## src/rtl/mat_pkg.sv

```systemverilog
// Shared definitions for the systolic-array operand feeder: default sizes,
// the per-lane operand type and the feeder state encoding.
package mat_pkg;

  localparam int MAT_N      = 4;
  localparam int MAT_DATA_W = 8;
  localparam int MAT_K_MAX  = 16;

  typedef logic [MAT_DATA_W-1:0] lane_t;

  typedef enum logic [1:0] {
    IDLE,
    STREAM,
    DRAIN
  } feed_state_e;

endpackage

```

## src/rtl/skew_lane.sv

```systemverilog
// Fixed-depth delay chain carrying one lane's operand and its valid flag.
// Data shifts every cycle; the valid bit travels alongside it.
module skew_lane #(
  parameter int DEPTH = 1,
  parameter int W     = 8
) (
  input  logic         clk,
  input  logic         reset,
  input  logic [W-1:0] i_data,
  input  logic         i_valid,
  output logic [W-1:0] o_data,
  output logic         o_valid
);

  logic [W-1:0]     r_data [DEPTH];
  logic [DEPTH-1:0] r_valid;

  always_ff @(posedge clk) begin
    if (reset) begin
      for (int i = 0; i < DEPTH; i++) begin
        r_data[i] <= '0;
      end
      r_valid <= '0;
    end else begin
      r_data[0]  <= i_data;
      r_valid[0] <= i_valid;
      for (int i = 1; i < DEPTH; i++) begin
        r_data[i]  <= r_data[i-1];
        r_valid[i] <= r_valid[i-1];
      end
    end
  end

  assign o_data  = r_data[DEPTH-1];
  assign o_valid = r_valid[DEPTH-1];

endmodule

```

## src/rtl/mat_skew_feeder.sv

```systemverilog
// Diagonal-skew operand feeder: lane i lags lane 0 by i cycles, one frame at a time.
// Optional macro SKEW_ZERO_FILL_EN forces invalid output lanes to zero.
module mat_skew_feeder
  import mat_pkg::*;
#(
  parameter int N      = MAT_N,
  parameter int DATA_W = MAT_DATA_W,
  parameter int K_MAX  = MAT_K_MAX
) (
  input  logic                clk,
  input  logic                reset,
  input  logic                in_valid,
  output logic                in_ready,
  input  logic [N*DATA_W-1:0] in_data,
  input  logic                in_last,
  output logic [N*DATA_W-1:0] out_data,
  output logic [N-1:0]        out_valid,
  output logic                frame_done,
  output logic                len_err
);

  localparam int CNT_W = $clog2(K_MAX + 1);
  localparam int DRN_W = $clog2(N);
  localparam logic [CNT_W-1:0] CNT_MAX  = CNT_W'(K_MAX);
  localparam logic [DRN_W-1:0] DRN_LOAD = DRN_W'(N - 1);
  localparam logic [DRN_W-1:0] DRN_ONE  = DRN_W'(1);

  feed_state_e        r_state, w_state_next;
  logic [CNT_W-1:0]   r_cnt, w_cnt_next, w_cnt_inc;
  logic [DRN_W-1:0]   r_drain, w_drain_next;
  logic               r_done, w_done_next;
  logic               r_len_err, w_len_err_next;
  logic               w_accept;
  logic [N*DATA_W-1:0] w_lane_in;
  logic [N*DATA_W-1:0] w_lane_data;
  logic [N-1:0]        w_lane_valid;

  assign in_ready   = (r_state != DRAIN);
  assign w_accept   = in_valid && in_ready;
  assign w_cnt_inc  = r_cnt + CNT_W'(1);
  assign frame_done = r_done;
  assign len_err    = r_len_err;

  always_ff @(posedge clk) begin
    if (reset) begin
      r_state   <= IDLE;
      r_cnt     <= '0;
      r_drain   <= '0;
      r_done    <= 1'b0;
      r_len_err <= 1'b0;
    end else begin
      r_state   <= w_state_next;
      r_cnt     <= w_cnt_next;
      r_drain   <= w_drain_next;
      r_done    <= w_done_next;
      r_len_err <= w_len_err_next;
    end
  end

  // The drain leaves DRAIN on the edge that moves lane N-1's final beat to
  // the output, so frame_done registers on that same edge.
  always_comb begin
    w_state_next   = r_state;
    w_cnt_next     = r_cnt;
    w_drain_next   = r_drain;
    w_done_next    = 1'b0;
    w_len_err_next = 1'b0;
    case (r_state)
      IDLE, STREAM: begin
        if (w_accept) begin
          w_cnt_next = w_cnt_inc;
          if (in_last || (w_cnt_inc == CNT_MAX)) begin
            w_state_next   = DRAIN;
            w_drain_next   = DRN_LOAD;
            w_len_err_next = !in_last;
          end else begin
            w_state_next = STREAM;
          end
        end
      end
      DRAIN: begin
        if (r_drain == DRN_ONE) begin
          w_state_next = IDLE;
          w_drain_next = '0;
          w_cnt_next   = '0;
          w_done_next  = 1'b1;
        end else begin
          w_drain_next = r_drain - DRN_ONE;
        end
      end
      default: begin
        w_state_next = IDLE;
        w_cnt_next   = '0;
        w_drain_next = '0;
      end
    endcase
  end

  // Unaccepted cycles shift zeros in, so in_data never leaks into the chain.
  assign w_lane_in = w_accept ? in_data : '0;

  for (genvar gi = 0; gi < N; gi++) begin : g_lane
    skew_lane #(
      .DEPTH (gi + 1),
      .W     (DATA_W)
    ) u_lane (
      .clk     (clk),
      .reset   (reset),
      .i_data  (w_lane_in[gi*DATA_W +: DATA_W]),
      .i_valid (w_accept),
      .o_data  (w_lane_data[gi*DATA_W +: DATA_W]),
      .o_valid (w_lane_valid[gi])
    );
  end

  assign out_valid = w_lane_valid;

`ifdef SKEW_ZERO_FILL_EN
  always_comb begin
    out_data = '0;
    for (int i = 0; i < N; i++) begin
      out_data[i*DATA_W +: DATA_W] = w_lane_valid[i] ? w_lane_data[i*DATA_W +: DATA_W] : '0;
    end
  end
`else
  assign out_data = w_lane_data;
`endif

endmodule

```

## config.mk

```make
export PLATFORM = sky130hd
export DESIGN_NAME = mat_skew_feeder
export DESIGN_NICKNAME = d
export VERILOG_FILES = /design/src/rtl/mat_pkg.sv /design/src/rtl/skew_lane.sv /design/src/rtl/mat_skew_feeder.sv
export SDC_FILE = /design/constraint.sdc
export NUM_CORES = 1
export LEC_CHECK = 0
export BUFFER_PORTS_ARGS = -buffer_cell sky130_fd_sc_hd__buf_4
export CAP_MARGIN = 10
export CORE_MARGIN = 1.5
export CORE_UTILIZATION = 55
export DETAILED_ROUTE_END_ITERATION = 12
export PLACE_DENSITY = 0.92
export RECOVER_POWER = 25
export SLEW_MARGIN = 20
export SYNTH_ARGS = -nofsm -noshare
export SYNTH_HDL_FRONTEND = slang
export SYNTH_SLANG_ARGS = --single-unit
export TNS_END_PERCENT = 10
```

## constraint.sdc

```tcl
create_clock -name clk -period 3.04 [get_ports clk]
set_clock_uncertainty 0.15 [all_clocks]
set_input_delay 0.152 -clock clk [delete_from_list [all_inputs] [get_ports clk]]
set_output_delay 0.152 -clock clk [all_outputs]
set_load 0.01 [all_outputs]
```

After elaboration in Yosys (flattened, before gate mapping)
Memories as Yosys holds them, arrays and structs flattened.
Index checks and enable logic that the tools add are counted.

operators by class
  $add $sub $neg = 2
  eq/ne operators = 8
  mux-type cells = 27
  bitwise operators = 13
  reductions and logical operators = 10

operators by type and width
  cell                                                 count
  two-way mux 8 bit                                    10
  two-way mux 32 bit                                   1
  two-way mux 2 bit                                    6
  two-way mux 5 bit                                    2
  one-hot mux 5 bit (2 select lines)                   1
  bitwise OR 1 bit                                     9
  one-hot mux 2 bit (2 select lines)                   2
  OR reduction 8 bit                                   1
  != test 2 bit, second input constant                 3
  adder 5 x 1 -> 5 bit, second input constant          1
  equality test 5 bit, second input constant           1
  two-way mux 1 bit                                    5
  equality test 2 x 1 -> 1 bit, second input constant  2
  inverter 1 bit                                       4
  AND reduction 2 bit                                  2
  OR reduction 2 bit                                   2
  OR reduction 4 bit                                   1
  equality test 2 bit, second input constant           1
  logical NOT 2 bit                                    1
  != test 2 x 1 -> 1 bit, second input constant        1
  subtractor 2 x 1 -> 2 bit, second input constant     1
  logical AND 1 bit                                    1
  logical NOT 1 bit                                    1
  logical OR 1 bit                                     1

storage, ports and cells
  bits in registers = 21
  memory bits (writable) = 80
  input bits = 36
  output and inout bits = 39
  logic and storage cells = 73
  memories = 4

memories
  name                     depth  width  read ports  clocked after Yosys merged registers in  write ports  RTL line         source
  g_lane[3].u_lane.r_data  4      8      4           0                                        4            skew_lane.sv:15  logic [W-1:0] r_data [DEPTH];
  g_lane[2].u_lane.r_data  3      8      3           0                                        3            skew_lane.sv:15
  g_lane[1].u_lane.r_data  2      8      2           0                                        2            skew_lane.sv:15
  g_lane[0].u_lane.r_data  1      8      1           0                                        1            skew_lane.sv:15

Logic depth before layout (Yosys ltp)
Gate-level depths: netlist of the first run.

  depth in word-level cells = 6
  gate-level depth with buffers = 6
  gate-level depth less buffers = 6

Modules after synthesis
A second synthesis of the first run with hierarchy kept.

unflattened totals
  cells, all modules = 304
  area, all modules = 3397.0 um^2

modules (own cells, without submodules)
  module                        instances  cells each  area each (um^2)  sequential area each (um^2)
  skew_lane (g_lane[3].u_lane)  1          75          994.7             720.7
  skew_lane (g_lane[2].u_lane)  1          64          809.5             540.5
  mat_skew_feeder               1          102         807.0             220.2
  skew_lane (g_lane[1].u_lane)  1          45          549.3             360.3
  skew_lane (g_lane[0].u_lane)  1          18          236.5             180.2

Least setup slack after synthesis of the first run
Ideal clock, no wire load.

  path type = flip-flop to flip-flop
  start point = register r_cnt[0]
  end point = register r_drain[0]
  setup time = 0.135 ns
  arrival time = 1.047 ns
  data required time = 2.755 ns
  setup slack = 1.707 ns
  stages on the path, launching flop included = 5
  path buffers = 0
  clock period less this slack = 1.333 ns
  path through = dfxtp_1 ha_1 a211o_1 o32ai_1 nor4_1

on the way
  word-level cells in the longest chain between the ends = 5

RTL lines
  item                           RTL line               source
  start: declaration             mat_skew_feeder.sv:29  logic [CNT_W-1:0] r_cnt, w_cnt_next, w_cnt_inc;
  start signal: assignment       mat_skew_feeder.sv:53  r_cnt <= w_cnt_next;
  adder 5 x 1 -> 5 bit           mat_skew_feeder.sv:40  assign w_cnt_inc = r_cnt + CNT_W'(1);
  equality test 5 bit            mat_skew_feeder.sv:72  if (in_last || (w_cnt_inc == CNT_MAX)) begin
  logical OR 1 bit               mat_skew_feeder.sv:72
  != test 2 bit (no line)        --
  AND reduction 2 bit (no line)  --
  end signal: assignment         mat_skew_feeder.sv:54  r_drain <= w_drain_next;
  end: declaration               mat_skew_feeder.sv:30  logic [DRN_W-1:0] r_drain, w_drain_next;

No other way between the ends.
A chain may end at the register's enable or synchronous reset.

Final worst setup path of the first run
  start point = register r_state[1]
  end point = memory g_lane[0].u_lane.r_data[0][6]

on the way
  word-level cells in the longest chain between the ends = 4

RTL lines
  item                         RTL line                source
  start: declaration           mat_skew_feeder.sv:28   feed_state_e r_state, w_state_next;
  start signal: assignment     mat_skew_feeder.sv:52   r_state <= w_state_next;
  != test 2 bit                mat_skew_feeder.sv:38   assign in_ready = (r_state != DRAIN);
  logical AND 1 bit            mat_skew_feeder.sv:39   assign w_accept = in_valid && in_ready;
  two-way mux 32 bit           mat_skew_feeder.sv:100  assign w_lane_in = w_accept ? in_data : '0;
  two-way mux 8 bit (no line)  --
  end: declaration             skew_lane.sv:15

No other way between the ends.

==> metrics.txt, run 1 <==
status complete, no violations; H-Tree Depth 3; reg2reg setup slack 1110 ps; Cell variety after synth 39; Critical Path Max Stage Delay 740 ps; worst hold path class in -> reg; postcts setup bufs 0; Yosys reg bits 95; first-pass GRT wire length 8890 µm; via/cell ratio 4.64; CP required 3130 ps; full die area 5920 µm²; antenna violations before repair 0; worst slack, placed 1140 ps; Worst R2R End g_lane[0].u_lane.r_data[0][6]; largest net degree at the start of global routing 66; placer congestion estimate 0.817; hold buffers post-CTS 33; Final Hold Viols 0; DRT antenna net count 0; final period utilization 0.635; Worst-Skew Late Latency 350 ps; CTS Root Cell clkbuf_8; starting density of the core 0.578; shortest period the worst path allows 1930 ps; area occupied by multi-input gates 881 µm²; layout cells sized above 1 0.272; Sum Neg Setup Slack 0 ps; crit path kind reg -> reg; drt pass-1 iters 4; Tightest Pin Transition 878 ps; via count 1962; CP Cell Sequence nand2b_4 > and3b_1 > and2_1; hold path startpoint in_valid; FP Rows 26; I/O Buffers 74; number of flops mapped to enable cells by yosys 0; critical path's top delay family simple AND/OR/NAND/NOR gates; Finish-stage setup viols 0; WL/cell 13.0 µm; R2R cell count 3; vias in the first global route 1924; CTS Buffer Depth 2; Max Cap Viol 0; Die Ht 77.0 µm; Post-CTS Resized 0; Post-synth ARST share 0; Routed WL 5500 µm; CTS buffer count 9; slack of the critical path 1110 ps; sink of the worst hold path r_state[0]; DRC viols 0; worst ir drop on vdd 360 µV; HPWL after DPL 3000 µm; power per cell area 579 nW/µm²; Seq/Total Area, Yosys 0.632; number of diodes 0; Critical Path Source Type flop; Buf+Inv Stages, Crit Path 0; Gate Count Post-Synth 264; Area Overhead vs Synth 31.5%; Nets 387; Ys Warns 0; Fill cells 310; Slew headroom 0.415; Num Clock Sinks 95; CP endpoint kind flop; syn_area_per_cell 11.4 µm²; Reg clk slew, reported paths 90 ps; final core occ 0.760; Post-Syn Nets 302; Remaining Overflow, GRT 0; Critical-path top delay cell dfxtp_1; die width 77.0 µm; Synth Flop Type dfxtp_1; IO Count 75; RSZ-0062 raised after global routing no; LEAKAGE 1.72 nW; TritonCTS clock tree done; Pins Over Slew Limit 0; Total Routing Usage GR 0.199; Starting DRT DRC Count 67; Max Fanout on Critical Path 33; cell area after synthesis 3010 µm²; register area 1900 µm²; Arrival @ worst endpoint 2030 ps; Max Freq 0.518 GHz; area of the core 5200 µm²; Hold Path Depth 3; reg-to-reg startpoint r_state[1]
-- placed cells by master, fill, tap and decap left out, types with 3 or more instances in the layout --
cell / n
a21oi_1: 7
and2_1: 32
buf_4: 74
clkbuf_8: 9
clkinvlp_4: 3
dfxtp_1: 95
dlygate4sd3_1: 33
nor2_1: 7
nor2b_1: 52
nor3b_1: 3
-- Yosys cell counts, types with 2 or more instances --
library cell | instances | area [µm²]
a21oi_1 | 7 | 35.0
a31oi_1 | 2 | 12.5
and2_1 | 32 | 200
buf_2 | 2 | 10.0
buf_4 | 22 | 165
clkbuf_1 | 5 | 18.8
clkbuf_2 | 2 | 10.0
dfxtp_1 | 95 | 1900
ha_1 | 2 | 25.0
inv_1 | 2 | 7.51
nand2_1 | 2 | 7.51
nand2b_1 | 2 | 12.5
nand3b_1 | 2 | 15.0
nor2_1 | 7 | 26.3
nor2b_1 | 52 | 325
nor3b_1 | 3 | 22.5
nor4_1 | 2 | 12.5
o21ai_0 | 2 | 10.0
-- worst min-delay path: stages --
cell and delay, ps:
buf_4 130, nor4b_1 60, a21o_1 140
-- flip-flops by register name, summed over array words and instances, names as in the netlist --
name and count:
len_err 1, r_drain 2, r_state 2, frame_done 1, g_lane.u_lane.r_data 80, r_cnt 5, g_lane.u_lane.r_valid 4
-- cell families after synthesis --
group / synth area share
AOI/OAI and AO/OA: 0.0524
adders and majority gates: 0.00831
buffers and inverters: 0.0753
DFF: 0.632
and+or+nand+nor: 0.232
-- how the worst max path moves through the flow --
stage               startpoint                            end  slack [ps]  cells after the start
floorplan             r_cnt[0]                     r_drain[0]        1710                      4
finish              r_state[1]  g_lane[0].u_lane.r_data[0][6]        1110                      3
CTS                 r_state[1]  g_lane[2].u_lane.r_data[0][6]        1120                      3
global route        r_state[1]  g_lane[1].u_lane.r_data[0][1]         930                      3
global placement    r_state[1]  g_lane[0].u_lane.r_data[0][3]        1260                      3
detailed placement  r_state[1]  g_lane[2].u_lane.r_data[0][5]        1140                      3
-- layer usage --
metal | up-vias | wire length [µm] | GRT usage
li1 | 991 | - | -
met1 | 871 | 2090 | 0.201
met2 | 81 | 2930 | 0.359
met3 | 19 | 313 | 0.0571
met4 | 0 | 167 | 0.124
met5 | - | 0 | 0
-- power breakdown --
group | leakage, nW | internal (mW) | switching, mW | total, mW
Clock | 0.0883 | 0.381 | 0.430 | 0.811
Sequential | 0.774 | 1.28 | 0.0196 | 1.30
Combinational | 0.861 | 0.106 | 0.0720 | 0.177
-- stage by stage --
| step | hold slack (ps) | cells | cell area, µm² | power [mW] |
|---|---|---|---|---|
| 6_report | 26.2 | 423 | 3960 | 2.29 |
| 5_1_grt | 15.1 | 423 | 3960 | 2.39 |
| 4_1_cts | 9.28 | 423 | 3960 | 2.29 |
| 3_5_place_dp | 206 | 375 | 3430 | 1.47 |
| 3_3_place_gp | 203 | 375 | 3430 | 1.46 |
| 2_1_floorplan | 124 | 264 | 3010 | 1.41 |
-- layout make-up --
| type | instances | share of cell area |
|---|---|---|
| flip-flops and latches | 95 | 0.481 |
| repair buffers | 107 | 0.224 |
| multi-input cells | 134 | 0.223 |
| clock buffers | 9 | 0.0313 |
| well taps | 70 | 0.0221 |
| clock inverters | 6 | 0.0177 |
| inverters | 2 | 0.00190 |
(Power assumes the default switching activity.)
==> run 2: changes to the inputs <==
--- a/config.mk
+++ b/config.mk
@@ -5,12 +5,13 @@
 export SDC_FILE = /design/constraint.sdc
 export NUM_CORES = 1
 export LEC_CHECK = 0
+export ABC_AREA = 1
 export BUFFER_PORTS_ARGS = -buffer_cell sky130_fd_sc_hd__buf_4
 export CAP_MARGIN = 10
 export CORE_MARGIN = 1.5
-export CORE_UTILIZATION = 55
+export CORE_UTILIZATION = 47
 export DETAILED_ROUTE_END_ITERATION = 12
-export PLACE_DENSITY = 0.92
+export PLACE_DENSITY = 0.84
 export RECOVER_POWER = 25
 export SLEW_MARGIN = 20
 export SYNTH_ARGS = -nofsm -noshare
==> constraint.sdc (replaced) <==
create_clock -name clk -period 1.7 [get_ports clk]
set_clock_uncertainty 0.15 [all_clocks]
set_input_delay 0.085 -clock clk [delete_from_list [all_inputs] [get_ports clk]]
set_output_delay 0.085 -clock clk [all_outputs]
set_load 0.01 [all_outputs]
==> run 2 against run 1 <==
Maximum frequency up 24%. First-iteration DRC count up 13%. Setup slack worse by 960 ps. Clock-buffer cell count up 1. Combinational power up 130%. Utilization down 12 points. Hold slack better by 220 ps. Largest cell class unchanged. Via count up 12%.
==> metrics.txt, run 2 <==
Tightest Pin Transition 405 ps (-473 ps); Synth Area in Simple Gates 0.161 (-0.0708); die width 83.8 µm (+8.8%); Slew headroom 0.729 (+0.314); Remaining Overflow, GRT 0 (unchanged); Top reg by flops g_lane.u_lane.r_data; Nets 483 (+25%); worst hold path class reg -> reg; status complete, no violations; Synth Flop Type dfxtp_1; Fill cells 514 (+66%); RSZ-0062 raised after global routing no; Gate Count Post-Synth 352 (+33%); met1 Use GR 0.197 (-0.00380); Ys Warns 0 (unchanged); final hold slack 247 ps (+220 ps); Max Cap Viol 0 (unchanged); HPWL after DPL 3520 µm (+17%); first-pass GRT wire length 9470 µm (+6.5%); slack of the critical path 144 ps (-965 ps); Num Clock Sinks 95 (unchanged); WL/cell 10.8 µm (-17%); crit path kind reg -> reg; Routed WL 5700 µm (+3.6%); Post-Synth Adder-Cell Area 0.00816 (-0.000153); Seq/Total Area, Yosys 0.620 (-0.0116); met3 usage 0.0455 (-0.0116); Regs by FF count g_lane.u_lane.r_data (80), r_cnt (5), g_lane.u_lane.r_valid (4); top cells by area, synth dfxtp_1, inv_1, nor2_1; Yosys reg bits 95 (unchanged); Reg clk slew, reported paths 90 ps (about the same); global routing usage on met2 0.287 (-0.0719); mux contribution to synthesized area 0 (unchanged); Total Routing Usage GR 0.170 (-0.0290); most common cell after layout, fill and taps aside dfxtp_1; Max Fanout on Critical Path 5 (-85%); CP required 1830 ps (-1300 ps); Final Hold Viols 0 (unchanged); full die area 7020 µm² (+18%); Finish-stage setup viols 0 (unchanged); Max Freq 0.643 GHz (+24%); FP Rows 29 (+12%); final period utilization 0.915 (+0.280); via count 2193 (+12%); layout cells sized above 1 0.193 (-0.0786); most frequent cells in the layout dfxtp_1, inv_1, nor2_1; LEAKAGE 1.91 nW (+11%); Post-DP Area 3540 µm² (+3.0%); Hold Path Depth 2 (-1); DRT antenna net count 0 (unchanged); Sum Neg Setup Slack 0 ps (unchanged); top cells by count, synth dfxtp_1, inv_1, nor2_1, buf_4, nand2_1; CTS Buffer Depth 2 (unchanged); Top Usage Layer GRT met2; placer congestion estimate 0.876 (+7.1%); CP endpoint kind flop; CTS buffer count 9 (unchanged); Post-CTS Resized 0 (unchanged); xor-xnor portion of the synthesized cell area 0 (unchanged); Post-synth ARST share 0 (unchanged); syn_area_per_cell 8.71 µm² (-24%); power per cell area 1060 nW/µm² (+83%); number of diodes 0 (unchanged); Compound-Gate Fraction of Synth Area 0.0249 (-0.0275); drt pass-1 iters 4 (unchanged); number of flops mapped to enable cells by yosys 0 (unchanged); shortest period the worst path allows 1560 ps (-375 ps); Critical Path Source Type flop; Area Overhead vs Synth 31.6% (about the same); starting density of the core 0.486 (-0.0926); Cell variety after synth 23 (-41%); max FFs per register 80 (unchanged); area of the core 6310 µm² (+21%); Design Area, Final 4040 µm² (+2.0%); CTS Root Cell clkbuf_8; TritonCTS clock tree done; IO Count 75 (unchanged); H-Tree Depth 3 (unchanged); Pins Over Slew Limit 0 (unchanged); via/cell ratio 4.16 (-10%); Synth top area share 0.620 (-0.0116); antenna violations before repair 0 (unchanged); Starting DRT DRC Count 76 (+13%); Worst-Skew Late Latency 350 ps (about the same); R2R cell count 6 (+3); DRC viols 0 (unchanged); count leader, synth dfxtp_1; cell area after synthesis 3070 µm² (+1.9%); Post-Syn Nets 390 (+29%); vias in the first global route 2153 (+12%); largest net degree at the start of global routing 39 (-41%); I/O Buffers 74 (unchanged); Die Ht 83.8 µm (+8.8%); worst ir drop on vdd 698 µV (+94%); Arrival @ worst endpoint 1680 ps (-350 ps); largest area contributor in the netlist dfxtp_1; worst slack, placed 166 ps (-977 ps); largest family of logic cells by synthesized area buffers and inverters
## run 2: area by class of cell
type,instances,area (µm²),area share
clock inverters,6,73.8,0.0183
inverters,96,360,0.0893
repair buffers,111,870,0.216
well taps,77,96.3,0.0239
multi-input cells,132,596,0.148
clock buffers,10,138,0.0341
flip-flops and latches,95,1900,0.471
## run 2: path summary, 6_finish.rpt
check / from / to / slack (ps)
hold / removal: g_lane[3].u_lane.r_data[1][1] / g_lane[3].u_lane.r_data[2][1] / 250
setup / recovery: r_state[1] / r_cnt[3] / 140
hold reg to reg: g_lane[3].u_lane.r_data[1][1] / g_lane[3].u_lane.r_data[2][1] / 250
setup reg to reg: r_state[1] / r_cnt[3] / 140
## run 2: what timing repair did
item                                   in CTS  in global routing
endpoints found under the hold margin      52                  0
buffers inserted                            0                  0
hold buffers                               35                  0
## run 2: worst max-delay path, cell delays in order (launching register included)
cell	delay (ps)
dfxtp_1	350
inv_2	120
or2_4	170
nand2_4	70
nor2_1	330
nand3_1	130
a21oi_1	170
## run 2: cell families after synthesis
kind of cell,after synthesis
buffers and inverters,125
and+or+nand+nor,117
DFF,95
AOI/OAI and AO/OA,13
adders and majority gates,2
## run 2: where the power goes
part | internal, mW | switching (mW) | leakage, nW
Sequential | 2.31 | 0.0358 | 0.774
Clock | 0.741 | 0.792 | 0.101
Combinational | 0.200 | 0.199 | 1.04
## run 2: metal layers
metal	wire length (µm)	share of wire
met1	2420	0.43
met2	2870	0.50
met3	226	0.040
met4	182	0.032
met5	0	0
## run 2: stage by stage
step,util,total power [mW],instances
2_1_floorplan,-,2.60,352
6_report,0.639,4.28,527
4_1_cts,0.649,4.30,527
3_3_place_gp,0.560,2.72,476
5_1_grt,0.639,4.45,527
3_5_place_dp,0.560,2.73,476
==> run 3: changes to the inputs <==
--- a/config.mk
+++ b/config.mk
@@ -9,9 +9,10 @@
 export BUFFER_PORTS_ARGS = -buffer_cell sky130_fd_sc_hd__buf_4
 export CAP_MARGIN = 10
 export CORE_MARGIN = 1.5
-export CORE_UTILIZATION = 47
+export CORE_UTILIZATION = 49
+export CTS_BUF_LIST = sky130_fd_sc_hd__clkbuf_8
 export DETAILED_ROUTE_END_ITERATION = 12
-export PLACE_DENSITY = 0.84
+export PLACE_DENSITY = 0.87
 export RECOVER_POWER = 25
 export SLEW_MARGIN = 20
 export SYNTH_ARGS = -nofsm -noshare
==> run 3 against run 2 <==
Critical path depth grew 2. Via count grew 0.68%. Clock power about the same. Setup slack improved by 1.9 ps. Combinational power increased by 2%. Die area is 3.9% lower. Maximum frequency is 0.12% higher. Largest power group unchanged.
==> metrics.txt, run 3 (synthesis results as in run 2) <==
status complete, no violations; Total Routing Usage GR 0.184 (+0.0140); die width 82.1 µm (-2.0%); IO Count 75 (unchanged); CTS Buffer Depth 2 (unchanged); Pins Over Slew Limit 0 (unchanged); shortest period the worst path allows 1550 ps (-1.93 ps); Remaining Overflow, GRT 0 (unchanged); largest net degree at the start of global routing 39 (unchanged); Worst-Skew Late Latency 360 ps (about the same); Slew headroom 0.732 (+0.00266); worst hold path class reg -> reg; CTS Root Cell clkbuf_8; first-pass GRT wire length 9000 µm (-4.9%); most frequent cells in the layout dfxtp_1, inv_1, nor2_1; non-filler cells, final 526 (-0.19%); Critical-path top delay cell dfxtp_1; placer congestion estimate 0.796 (-9.1%); Pwr Total 4.29 mW (+0.33%); area of the core 5990 µm² (-5.1%); DRC viols 0 (unchanged); antenna violations before repair 0 (unchanged); TritonCTS clock tree done; max FFs per register 80 (unchanged); LEAKAGE 1.96 nW (+2.6%); H-Tree Depth 3 (unchanged); Post-DP Area 3540 µm² (+0.14%); CTS buffer count 9 (unchanged); Area Overhead vs Synth 32.8%; WL/cell 11.0 µm (+1.4%); I/O Buffers 74 (unchanged); full die area 6740 µm² (-3.9%); Max Fanout on Critical Path 5 (unchanged); Design Area, Final 4070 µm² (+0.87%); Nets 484 (+0.21%); Critical Path Max Stage Delay 410 ps (+60 ps); worst ir drop on vdd 645 µV (-7.5%); Max Cap Viol 0 (unchanged); Arrival @ worst endpoint 1650 ps (-30 ps); DRT antenna net count 0 (unchanged); Critical Path Source Type flop; final period utilization 0.914 (-0.00113); HPWL after DPL 3390 µm (-3.5%); Num Clock Sinks 95 (unchanged); layout cells sized above 1 0.215 (+0.0217); via/cell ratio 4.20 (+0.88%); Sum Neg Setup Slack 0 ps (unchanged); Finish-stage setup viols 0 (unchanged); number of diodes 0 (unchanged); crit path kind reg -> reg; Final Hold Viols 0 (unchanged); Routed WL 5770 µm (+1.2%); Post-CTS Resized 0 (unchanged); most common cell after layout, fill and taps aside dfxtp_1; CP Cell Sequence ha_1 > nand3_1 > nand2_1 > nand2_1 > nand3_1 > nand3_1 > nand2_1 > a21oi_1; Reg clk slew, reported paths 110 ps (+20 ps); final core occ 0.679 (+0.0403); RSZ-0062 raised after global routing no; Tightest Pin Transition 403 ps (-2.49 ps); postcts setup bufs 0 (unchanged); power per cell area 1050 nW/µm² (-0.54%); FP Rows 28 (-3.4%); Regs by FF count g_lane.u_lane.r_data (80), r_cnt (5), g_lane.u_lane.r_valid (4); Starting DRT DRC Count 130 (+71%); CP required 1800 ps (-30 ps); vias in the first global route 2060 (-4.3%); Fill cells 458 (-11%); Max Freq 0.644 GHz (+0.12%); starting density of the core 0.512 (+0.0262); drt pass-1 iters 5 (+1); via count 2208 (+0.68%); CP endpoint kind flop; Die Ht 82.1 µm (-2.0%); dpl cells 475 (-0.21%); Top reg by flops g_lane.u_lane.r_data
-- run 3: cell types whose count changed in the layout (fill, tap and decap cells not counted) --
cell / delta
buf_4: +10
clkbuf_1: -9
clkbuf_8: -1
clkinv_2: +1
clkinvlp_4: -2
inv_6: +1
inv_8: +1
-- run 3: per-layer routing --
layer,wire length (µm),GRT usage,vias to the layer above,share of wire
met5,0,0,-,0
met4,226,0.124,0,0.039
met3,287,0.0418,18,0.050
met2,3060,0.324,86,0.53
met1,2200,0.197,947,0.38
li1,-,-,1157,-
-- run 3: path summary, 6_finish.rpt --
check        cells after the start  slack [ps]                      startpoint                              to
max                              8         150                        r_cnt[0]                      r_drain[1]
min                              2         240  g_lane[2].u_lane.r_data[0][12]  g_lane[2].u_lane.r_data[0][20]
max reg2reg                      8         150                        r_cnt[0]                      r_drain[1]
min reg2reg                      2         240  g_lane[2].u_lane.r_data[0][12]  g_lane[2].u_lane.r_data[0][20]
-- run 3: timing repair --
item	CTS	global route
endpoints found under the setup margin	0	0
hold buffers	35	0
hold endpoints to repair	65	0
-- run 3: metrics by stage --
step | setup slack (ps) | hold WS [ps]
after floorplan | 342 | 10.4
after global placement | 273 | 148
after detailed placement | 190 | 157
after CTS | 169 | 251
after global routing | 51.6 | 264
final | 146 | 242
-- run 3: report_power, final --
| part | switching [mW] | internal [mW] | leakage (nW) |
|---|---|---|---|
| clock network | 0.824 | 0.714 | 0.108 |
| logic | 0.200 | 0.208 | 1.08 |
| registers | 0.0367 | 2.31 | 0.774 |
| total | 1.06 | 3.23 | 1.96 |
-- run 3: worst max-delay path: cells and delay by family, from the launching register on --
family          cells  cell delay, ps
simple gates        6             560
flops               1             410
fa+ha+maj           1             250
compound gates      1              70
-- run 3: final cells by class --
type	count	area (µm²)	area share
Sequential cell	95	1900	0.467
Timing Repair Buffer	112	911	0.224
Multi-Input combinational cell	132	596	0.146
Inverter	96	360	0.0885
Clock buffer	9	124	0.0304
Tap cell	75	93.8	0.0231
Clock inverter	7	83.8	0.0206
